## config.mk

```make
export PLATFORM = sky130hd
export DESIGN_NAME = uart_tx_cmd_gy_26
export DESIGN_NICKNAME = d
export VERILOG_FILES = /design/src/rtl/uart_tx_cmd_gy_26.sv
export SDC_FILE = /design/constraint.sdc
export NUM_CORES = 1
export LEC_CHECK = 0
export CORE_MARGIN = 1
export CORE_UTILIZATION = 57
export CTS_BUF_LIST = sky130_fd_sc_hd__clkbuf_8 sky130_fd_sc_hd__clkbuf_16
export DETAILED_ROUTE_END_ITERATION = 10
export PLACE_DENSITY = 0.8
export SYNTH_ARGS = -nofsm -noshare
export SYNTH_HDL_FRONTEND = slang
export SYNTH_SLANG_ARGS = --single-unit
export TNS_END_PERCENT = 20
```

## constraint.sdc

```tcl
create_clock -name clk -period 5.3 [get_ports clk]
set_clock_uncertainty 0.1 [all_clocks]
set_input_delay 0.795 -clock clk [delete_from_list [all_inputs] [get_ports clk]]
set_output_delay 0.795 -clock clk [all_outputs]
set_load 0.05 [all_outputs]
```

## src/rtl/uart_tx_cmd_gy_26.sv

```systemverilog
// 8N1 command transmitter for the GY-26 compass: sends explicit command bytes on request and
// auto-polls the module with POLL_CMD at a fixed period. All outputs are registered.
module uart_tx_cmd_gy_26 #(
    parameter int unsigned CLK_FREQ    = 50_000_000,
    parameter int unsigned BAUD        = 9600,
    parameter int unsigned POLL_CYCLES = 5_000_000,
    parameter logic [7:0]  POLL_CMD    = 8'h31
) (
    input  logic       clk,
    input  logic       rst,
    input  logic       cmd_req,
    input  logic [7:0] cmd_code,
    input  logic       auto_en,
    output logic       tx,
    output logic       busy,
    output logic       cmd_ack,
    output logic       over_tx
);

    localparam int unsigned BPS_DIV   = CLK_FREQ / BAUD;
    localparam int unsigned BW        = (BPS_DIV > 2) ? $clog2(BPS_DIV) : 1;
    localparam int unsigned PW        = $clog2(POLL_CYCLES);
    localparam logic [BW-1:0] BAUD_LAST = BW'(BPS_DIV - 1);
    localparam logic [PW-1:0] POLL_LAST = PW'(POLL_CYCLES - 1);

    typedef enum logic [1:0] {StIdle, StStart, StData, StStop} state_e;

    state_e        state_q, state_d;
    logic [BW-1:0] baud_cnt_q, baud_cnt_d;
    logic [2:0]    bit_cnt_q, bit_cnt_d;
    logic [7:0]    data_q, data_d;
    logic [PW-1:0] poll_cnt_q, poll_cnt_d;
    logic          poll_pend_q, poll_pend_d;
    logic          tx_d, busy_d, cmd_ack_d, over_tx_d;

    logic accept, man_acc, poll_acc, baud_last, poll_wrap;

    // Manual requests take priority over a pending poll.
    assign accept    = (state_q == StIdle) && (cmd_req || poll_pend_q);
    assign man_acc   = (state_q == StIdle) && cmd_req;
    assign poll_acc  = accept && !cmd_req;
    assign baud_last = (baud_cnt_q == BAUD_LAST);
    assign poll_wrap = (poll_cnt_q == POLL_LAST);

    always_ff @(posedge clk or negedge rst) begin
        if (!rst) begin
            state_q     <= StIdle;
            baud_cnt_q  <= '0;
            bit_cnt_q   <= '0;
            data_q      <= '0;
            poll_cnt_q  <= '0;
            poll_pend_q <= 1'b0;
            tx          <= 1'b1;
            busy        <= 1'b0;
            cmd_ack     <= 1'b0;
            over_tx     <= 1'b0;
        end else begin
            state_q     <= state_d;
            baud_cnt_q  <= baud_cnt_d;
            bit_cnt_q   <= bit_cnt_d;
            data_q      <= data_d;
            poll_cnt_q  <= poll_cnt_d;
            poll_pend_q <= poll_pend_d;
            tx          <= tx_d;
            busy        <= busy_d;
            cmd_ack     <= cmd_ack_d;
            over_tx     <= over_tx_d;
        end
    end

    always_comb begin
        state_d    = state_q;
        baud_cnt_d = baud_last ? '0 : baud_cnt_q + 1'b1;
        bit_cnt_d  = bit_cnt_q;
        data_d     = data_q;
        unique case (state_q)
            StIdle: begin
                baud_cnt_d = '0;
                bit_cnt_d  = '0;
                if (accept) begin
                    state_d = StStart;
                    data_d  = man_acc ? cmd_code : POLL_CMD;
                end
            end
            StStart: begin
                if (baud_last) state_d = StData;
            end
            StData: begin
                if (baud_last) begin
                    bit_cnt_d = bit_cnt_q + 3'd1;
                    if (bit_cnt_q == 3'd7) state_d = StStop;
                end
            end
            StStop: begin
                if (baud_last) state_d = StIdle;
            end
            default: state_d = StIdle;
        endcase

        // Poll counter only advances while enabled; one pending poll at most.
        poll_cnt_d  = '0;
        poll_pend_d = 1'b0;
        if (auto_en) begin
            poll_cnt_d  = poll_wrap ? '0 : poll_cnt_q + 1'b1;
            poll_pend_d = poll_pend_q;
            if (poll_acc) poll_pend_d = 1'b0;
            else if (poll_wrap) poll_pend_d = 1'b1;
        end
    end

    always_comb begin
        tx_d = 1'b1;
        unique case (state_d)
            StStart: tx_d = 1'b0;
            StData:  tx_d = data_d[bit_cnt_d];
            default: tx_d = 1'b1;
        endcase
        busy_d    = (state_d != StIdle);
        cmd_ack_d = man_acc;
        over_tx_d = (state_q == StStop) && (state_d == StIdle);
    end

endmodule

```

[Word level (Yosys, flattened, before mapping)]
Cells that the tools add are included.
Storage, ports and cells
  bits in registers: 54
Cells by class
  add/subtract/negate cells: 3
  order comparisons: 1
  eq/ne operators: 9
  muxes and demuxes: 21
  reduce and logical (&&, ||, !) cells: 9
Operators by type and width (number)
  $mux W23: 2
  $mux W13: 2
  $mux W8: 3
  $add A23 B1 Y23 const B: 1
  $eq A23 B23 Y1 const B: 1
  $add A13 B1 Y13 const B: 1
  $eq A13 B13 Y1 const B: 1
  $mux W2: 5
  $pmux W2 S4: 1
  $eq A2 B2 Y1 const B: 3
  $pmux W3 S2: 1
  $eq A2 B1 Y1 const B: 2
  $logic_and A1 B1 Y1: 4
  $logic_not A2 Y1: 2
  $lt A3 B4 Y1 const B: 1
  $mux W1: 4
  $add A3 B1 Y3 const B: 1
  $bmux W1 S3: 1
  $eq A3 B3 Y1 const B: 1
  $mux W3: 1
  $ne A3 B1 Y1 const B: 1
  $pmux W1 S2: 1
  $reduce_bool A2 Y1: 1
  $logic_not A1 Y1: 1
  $logic_or A1 B1 Y1: 1

[Longest topological paths before layout]
  depth in word-level cells: 8
  mapped depth: 8
  mapped depth without buffers: 7

[Least setup slack after synthesis]
OpenSTA, ideal clock, no wires.
  kind: reg2reg
  from: reg baud_cnt_q[8]
  to: reg tx
  setup time: 0.086 ns
  arrival: 2.123 ns
  path slack: 2.991 ns
  stages on the path, launching flop included: 8
  clock period less this slack: 2.309 ns
  path through: dfrtp_1 > or4b_4 > o311ai_4 > and3_1 > buf_6 > mux2i_1 > a2111oi_1 > a2111o_1
On the way
  word-level cells in the longest chain between the ends: 6
  elaborated cells on any way between the ends: 12
  classes of those cells: eq/ne: 3; mux: 9
Ends and longest elaborated chain
  start: declaration: line 29  | logic [BW-1:0] baud_cnt_q, baud_cnt_d;
  start signal: assignment: line 59  | baud_cnt_q <= baud_cnt_d;
  $eq A13 B13 Y1 *: line 42  | assign baud_last = (baud_cnt_q == BAUD_LAST);
  $mux W3: line 89  | if (baud_last) begin
  $pmux W3 S2: line 76  | unique case (state_q)
  $bmux W1 S3: line 115  | StData: tx_d = data_d[bit_cnt_d];
  $mux W1 (not written as such): line 115
  $pmux W1 S2 *: line 113  | unique case (state_d)
  via tx_d: line 34  | logic tx_d, busy_d, cmd_ack_d, over_tx_d;
  end signal: assignment: line 64  | tx <= tx_d;
  end: declaration: line 14  | output logic tx,
The timed path passes the listed nets; every way through them passes the cells marked *. The select of a mux whose other input is x is not followed.
A chain may end at the register's enable or synchronous reset.

[Worst setup path after layout]
  from: in cmd_req
  to: reg tx
On the way
  word-level cells in the longest chain between the ends: 7
  elaborated cells on any way between the ends: 13
  classes of those cells: eq/ne: 2; mux: 8; reduce/logical: 3
Ends and longest elaborated chain
  start: declaration: line 11  | input logic cmd_req,
  $logic_and A1 B1 Y1: line 40  | assign man_acc = (state_q == StIdle) && cmd_req;
  via cmd_ack_d: line 34
  $mux W8: line 82  | data_d = man_acc ? cmd_code : POLL_CMD;
  $mux W8: line 80  | if (accept) begin
  $mux W8: line 76
  via data_d[1]: line 31  | logic [7:0] data_q, data_d;
  $bmux W1 S3: line 115
  $mux W1 (not written as such): line 115
  $pmux W1 S2: line 113
  via tx_d: line 34
The timed path passes the listed nets, and every way through them passes these cells. The select of a mux whose other input is x is not followed.

==> key figures <==
Status
  • Status: finished clean

Place
  • RD Place Congestion: 0.828
  • IO buf count: 15
  • Pre-CTS WS: 2.35 ns
  • Post-DP HPWL: 3320 µm

CTS
  • CTS Buf Count: 5
  • CTS Hold Bufs: 0
  • CTS max path bufs: 2
  • Worst skew pair latency: 0.31 ns
  • Number of H-tree levels: 2
  • Post_cts resized: 0
  • Root Driver: clkbuf_8
  • Clock sinks: 54
  • Clock Pin Slew Worst Setup and Hold Paths: 0.09 ns
  • Post-CTS setup buffers: 0
  • CTS tree: yes

Setup path
  • CP Data Required Time: 5.46 ns
  • CP arrival: 2.79 ns
  • CP bufs+invs: 2
  • CP Capture Type: register
  • Cells along the critical path: clkdlybuf4s50_1 > or3b_2 > inv_1 > a22o_2 > mux2i_1 > a2111oi_1 > a2111o_1
  • Crit path max-delay cell type: or3b_2
  • Worst-path maximum fanout: 6
  • Worst setup path class: in -> reg
  • Largest stage delay, worst path: 0.50 ns
  • Critical Path Source Type: input pin
  • Cell family with most CP delay: compound AO/OA/AOI/OAI gates

Cells and area
  • Register Area: 0.00135 mm²
  • Fillers: 355
  • Share of cells above drive strength 1: 0.0866
  • Area Overhead vs Synth: 11.4%
  • Ant diodes: 0
  • Final #Nets: 292
  • Area taken by multi-input logic gates: 0.00125 mm²

Detailed routing
  • Drt via density: 5.63
  • ANT nets after route: 0
  • DR WL/cell: 14.5 µm
  • Final wirelength: 4780 µm
  • DRC Markers: 0
  • Pre-Repair DR Iteration Count: 4
  • Starting DRT DRC Count: 105
  • Vias after detailed routing: 1851

Timing
  • Pins Over Slew Limit: 0
  • Tcrit/Tclk final: 0.497
  • Fin Hold WS: 0.353 ns
  • Worst relative slew slack: 0.560
  • Maximum clock frequency: 380 MHz
  • Sum Neg Setup Slack: 0 ns
  • Final hold violation count: 0
  • Slew @ Worst Pin: 0.655 ns
  • Final worst slack: 2.67 ns
  • Setup violators final: 0
  • RSZ-0062 raised after global routing: false
  • Tmin final: 2.63 ns

Logic synthesis
  • Syn Nets: 274
  • Post-synth EDFFs: 0
  • Post-synthesis cell type count: 52
  • Asr flop ratio synth: 1.00
  • Yosys warns: 0
  • Syn_area_per_cell: 10.3 µm²
  • Main area contributors after synthesis: dfrtp_1 (50%), nor2_1 (6.9%), xor2_1 (5.9%)
  • Synth Cell Area: 0.00267 mm²
  • Share of the synthesized area in the top cell type: 0.498
  • Seq cells post-synth: 54
  • Post-synthesis sequential area ratio: 0.508
  • Top_reg_cell synth: dfrtp_1
  • Cells after synthesis: 258
  • Area leader, netlist: dfrtp_1

Die
  • CORE AREA: 0.00441 mm²
  • Effective utilization at floorplan: 0.604
  • Die footprint: 0.00495 mm²
  • Row count: 24
  • Die span in y: 70.4 µm
  • DIE WIDTH: 70.4 µm
  • Io pins: 16

Power and ir drop
  • Max VDD drop: 0.130 mV
  • Leakage: 1.35 nW
  • Pwr per Cell Area: 239 mW/mm²
  • Total Power: 0.709 mW

GRT
  • Number of global-route vias before repair: 1848
  • Global-route wire length before repair: 8640 µm
  • Global-route total usage across every layer: 0.223
  • Congestion Overflow GR: 0
  • Initial antenna violation count: 0
  • Largest net degree at the start of global routing: 55

Hold path
  • Worst hold path class: reg -> reg

Job
  • Max_cap viols: 0
[worst reg2reg max path, stage by stage, from the launching register on]
cell and delay (ns):
dfrtp_1 0.40, ha_1 0.27, nand4b_1 0.30, o311ai_4 0.37, and3_1 0.36, mux2i_1 0.24, a2111oi_1 0.10, a2111o_1 0.39
[synth_stat cells, types with 2 or more instances]
library cell and instances:
dfrtp_1 53, nor4_1 3, clkbuf_1 5, nand3b_1 3
xor2_1 18, and2_1 2, and3_1 9, mux2i_1 3
nand3_1 14, xnor2_1 15, nor3_1 3, o21ai_0 2
nand2_1 17, a21oi_1 3, a22o_1 6, ha_1 4
nand4_1 7, nor2_1 49, and3_2 2, a311oi_1 2
inv_1 7
[layout by cell type (no fill, tap or decap), types with 4 or more instances in the layout]
cell / synthesis / final
xor2_1: 18 / 18
dfrtp_1: 53 / 53
and3_1: 9 / 9
a22o_1: 6 / 6
xnor2_1: 15 / 15
inv_1: 7 / 9
clkbuf_8: 0 / 5
nand2_1: 17 / 17
nor2_1: 49 / 49
nand3_1: 14 / 14
ha_1: 4 / 4
clkdlybuf4s50_1: 0 / 14
nand4_1: 7 / 7
[layer usage]
| layer | vias to the layer above | part of all wire | routed length [µm] | global-route usage |
|---|---|---|---|---|
| met1 | 889 | 0.49 | 2350 | 0.310 |
| met4 | 0 | 0.016 | 78 | 0.0800 |
| met5 | - | 0 | 0 | 0 |
| met3 | 8 | 0.035 | 166 | 0.0563 |
| li1 | 933 | - | - | - |
| met2 | 21 | 0.46 | 2190 | 0.340 |
[power breakdown]
| part | switching [mW] | internal, mW | total (mW) | leakage [nW] |
|---|---|---|---|---|
| clock network | 0.127 | 0.138 | 0.264 | 0.0607 |
| logic | 0.0156 | 0.0122 | 0.0278 | 0.570 |
| registers | 0.00173 | 0.415 | 0.417 | 0.718 |
[cell families (layout without fill, tap and decap cells)]
| kind of cell | Yosys count | after routing | synth area share |
|---|---|---|---|
| muxes | 3 | 3 | 0.0113 |
| AOI/OAI and AO/OA | 25 | 25 | 0.0812 |
| buffers and inverters | 14 | 33 | 0.0230 |
| adders and majority gates | 4 | 4 | 0.0188 |
| and+or+nand+nor | 125 | 125 | 0.250 |
| DFF | 54 | 54 | 0.508 |
| xor gates and xnor gates | 33 | 33 | 0.108 |
[sequential cells by signal (all words and copies together) (netlist names)]
name,flops
data_q,8
poll_pend_q,1
over_tx,1
tx,1
busy,1
poll_cnt_q,23
cmd_ack,1
baud_cnt_q,13
bit_cnt_q,3
state_q,2
[per-stage QoR]
step                area [µm²]  std cells  utilization
floorplan                 2670        258            -
global route              2970        329        0.673
CTS                       2970        329        0.673
finish                    2970        329        0.673
detailed placement        2860        321        0.649
global placement          2860        321        0.649
[area by class of cell]
class	count	share of cell area
multi-input cells	190	0.421
well taps	52	0.0219
clock buffers	5	0.0232
inverters	7	0.00885
repair buffers	18	0.0565
flip-flops and latches	54	0.456
clock inverters	3	0.0126
[final timing paths]
check | startpoint | end | slack (ns) | depth (start not counted)
worst min register to register | poll_cnt_q[0] | poll_cnt_q[0] | 0.35 | 1
max in group asynchronous | rst | poll_cnt_q[13] | 4.17 | 2
min in group asynchronous | rst | poll_cnt_q[11] | 0.50 | 2
worst min-delay path | poll_cnt_q[0] | poll_cnt_q[0] | 0.35 | 1
worst max-delay path | cmd_req | tx | 2.67 | 7
worst max register to register | baud_cnt_q[0] | tx | 2.71 | 7
Note: power is estimated with default switching activity, not from simulation.
==> edit, RTL diff (same flow settings) <==
Take the reset off `data_q` and load it in a clocked block of its own.
--- a/src/rtl/uart_tx_cmd_gy_26.sv
+++ b/src/rtl/uart_tx_cmd_gy_26.sv
@@ -47,7 +47,6 @@
             state_q     <= StIdle;
             baud_cnt_q  <= '0;
             bit_cnt_q   <= '0;
-            data_q      <= '0;
             poll_cnt_q  <= '0;
             poll_pend_q <= 1'b0;
             tx          <= 1'b1;
@@ -58,7 +57,6 @@
             state_q     <= state_d;
             baud_cnt_q  <= baud_cnt_d;
             bit_cnt_q   <= bit_cnt_d;
-            data_q      <= data_d;
             poll_cnt_q  <= poll_cnt_d;
             poll_pend_q <= poll_pend_d;
             tx          <= tx_d;
@@ -66,6 +64,10 @@
             cmd_ack     <= cmd_ack_d;
             over_tx     <= over_tx_d;
         end
+    end
+
+    always_ff @(posedge clk) begin
+        data_q <= data_d;
     end
 
     always_comb begin
Function: no difference found for any inputs over 10 cycles, from zero or initial values and one cycle with rst low; that may be too few to reach the edited logic, so the function may still have changed.
==> edit against the unedited design <==
  * Setup slack gained 11 ps
  * Critical endpoint is now poll_cnt_q[4]
  * Synthesized area down 3.5%
  * Final cell count is 3.3% lower
  * Routed wire length decreased by 5.7%
  * Critical path depth fell by 1
  * Sequential cell count stayed put
  * Design area fell by 5.2%
  * Fmax rose by 0.42%
Power is not compared: it rests on default switching activity, and its combinational part moved more than twofold at a synthesized area within 25%.
==> edit: results (changes against the unedited design) <==
.. list-table::
   :header-rows: 1

   * - Metric
     - Value
   * - Number of global-route vias before repair
     - 1796 (was 1848)
   * - Worst slack at placement
     - 2610 ps (was 2350 ps)
   * - Share of cells above drive strength 1
     - 8.27% (was 8.66%)
   * - Synth top cells by count
     - sky130_fd_sc_hd__nor2_1 (46), sky130_fd_sc_hd__dfrtp_1 (45), sky130_fd_sc_hd__xor2_1 (22) (was sky130_fd_sc_hd__dfrtp_1 (53), sky130_fd_sc_hd__nor2_1 (49), sky130_fd_sc_hd__xor2_1 (18))
   * - Critical path start-end classification
     - flip-flop to flip-flop (was primary input to flip-flop)
   * - Maximum number of pins on one net before global-route repair
     - 47 (was 55)
   * - Filler instances
     - 340 (was 355)
   * - Most frequent cell after synthesis
     - sky130_fd_sc_hd__nor2_1 (was sky130_fd_sc_hd__dfrtp_1)
   * - Cell total after placement
     - 310 (was 321)
   * - Unique masters post-synth
     - 48 (was 52)
   * - Result of the run
     - completed (unchanged)
   * - DP HPWL
     - 3160 um (was 3320 um)
   * - Global-route wire length before repair
     - 7880 um (was 8640 um)
   * - Net count of the mapped netlist
     - 265 (was 274)
   * - Measured slew at the worst slew-check pin
     - 1000 ps (was 655 ps)
   * - Complex-gate fraction of the synthesized area
     - 7.69% (was 8.12%)
   * - Dominant delay contributor by cell family on the critical path
     - simple AND/OR/NAND/NOR gates (was compound AO/OA/AOI/OAI gates)
   * - Adder and majority gate portion of the synthesized area
     - 1.95% (was 1.88%)
   * - Arrival time reported for the critical path endpoint
     - 2710 ps (was 2790 ps)
   * - Largest stage delay on the critical path
     - 570 ps (was 500 ps)
   * - Mux cell area share after synthesis
     - 2.09% (was 1.13%)
   * - Slowest cell on the critical path
     - sky130_fd_sc_hd__or4_1 (was sky130_fd_sc_hd__or3b_2)
   * - Number of vias per cell after detailed routing
     - 5.72 (was 5.63)
   * - Diode insertion count for antenna repair
     - 0 (unchanged)
   * - Area growth, synth to finish
     - 9.44% (was 11.4%)
   * - WL final
     - 4510 um (was 4780 um)
   * - Layout net count
     - 281 (was 292)
   * - Fraction of synthesis flops using an asynchronous set or reset pin
     - 85.2% (was 100%)
   * - Antenna violations before repair
     - 0 (unchanged)
   * - Placed inst area
     - 0.00273 mm^2 (was 0.00286 mm^2)
   * - Cells after Synth
     - 249 (was 258)
   * - Post-synthesis share of cell area spent on xor and xnor gates
     - 10.6% (was 10.8%)
   * - Critical-path maximum fanout
     - 15 (was 6)
   * - RD Place Congestion
     - 0.739 (was 0.828)
   * - Overall Global Routing Usage
     - 20.6% (was 22.3%)
   * - Dominant cells by area after synthesis
     - sky130_fd_sc_hd__dfrtp_1 (44%), sky130_fd_sc_hd__xor2_1 (7.5%), sky130_fd_sc_hd__nor2_1 (6.7%) (was sky130_fd_sc_hd__dfrtp_1 (50%), sky130_fd_sc_hd__nor2_1 (6.9%), sky130_fd_sc_hd__xor2_1 (5.9%))
   * - Sequential cell area fraction in the yosys report
     - 51.0% (was 50.8%)
   * - Number of DRC markers after the initial detailed-route iteration
     - 145 (was 105)
   * - Non-filler instance count after layout
     - 318 (was 329)
## edit: cell count changes in the layout (fill, tap and decap cells not counted), sizes merged, moves of 4 or more
cell | unedited run | this run
dfrtp | 53 | 45
xor2 | 18 | 22
xnor2 | 15 | 9
dfxtp | 0 | 8
nand2 | 17 | 12
and3 | 11 | 5
nand3 | 14 | 18
## edit: cell type report
| type | instances | share of cell area (%) |
|---|---|---|
| flip-flops and latches | 54 | 46.6 |
| multi-input cells | 182 | 41.9 |
| repair buffers | 16 | 5.42 |
| clock buffers | 5 | 2.45 |
| well taps | 52 | 2.31 |
| inverters | 6 | 0.800 |
| clock inverters | 3 | 0.489 |
## edit: path summary, 6_finish.rpt
path,depth (start not counted),slack [ps],from,to
worst max register to register,6,2680,poll_cnt_q[0],poll_cnt_q[4]
max in group asynchronous,1,3930,rst,poll_cnt_q[11]
worst max-delay path,6,2680,poll_cnt_q[0],poll_cnt_q[4]
worst min register to register,1,370,data_q[0],data_q[0]
worst min-delay path,1,370,data_q[0],data_q[0]
min in group asynchronous,1,530,rst,cmd_ack
## edit: power by group through the flow
stage	clock [mW]	combinational (mW)	sequential [mW]
2_1_floorplan	0	0.0658	0.477
3_3_place_gp	0	0.0870	0.485
3_5_place_dp	0	0.0913	0.485
4_1_cts	0.224	0.0928	0.478
5_1_grt	0.242	0.105	0.484
6_report	0.221	0.0907	0.478
## edit: per-layer routing
layer  up-vias  GRT usage, %  share of wire, %
li1        901             -                 -
met1       876          26.9                50
met2        34          33.5                46
met3         8          3.36               2.8
met4         0          9.52               1.8
met5         -             0                 0
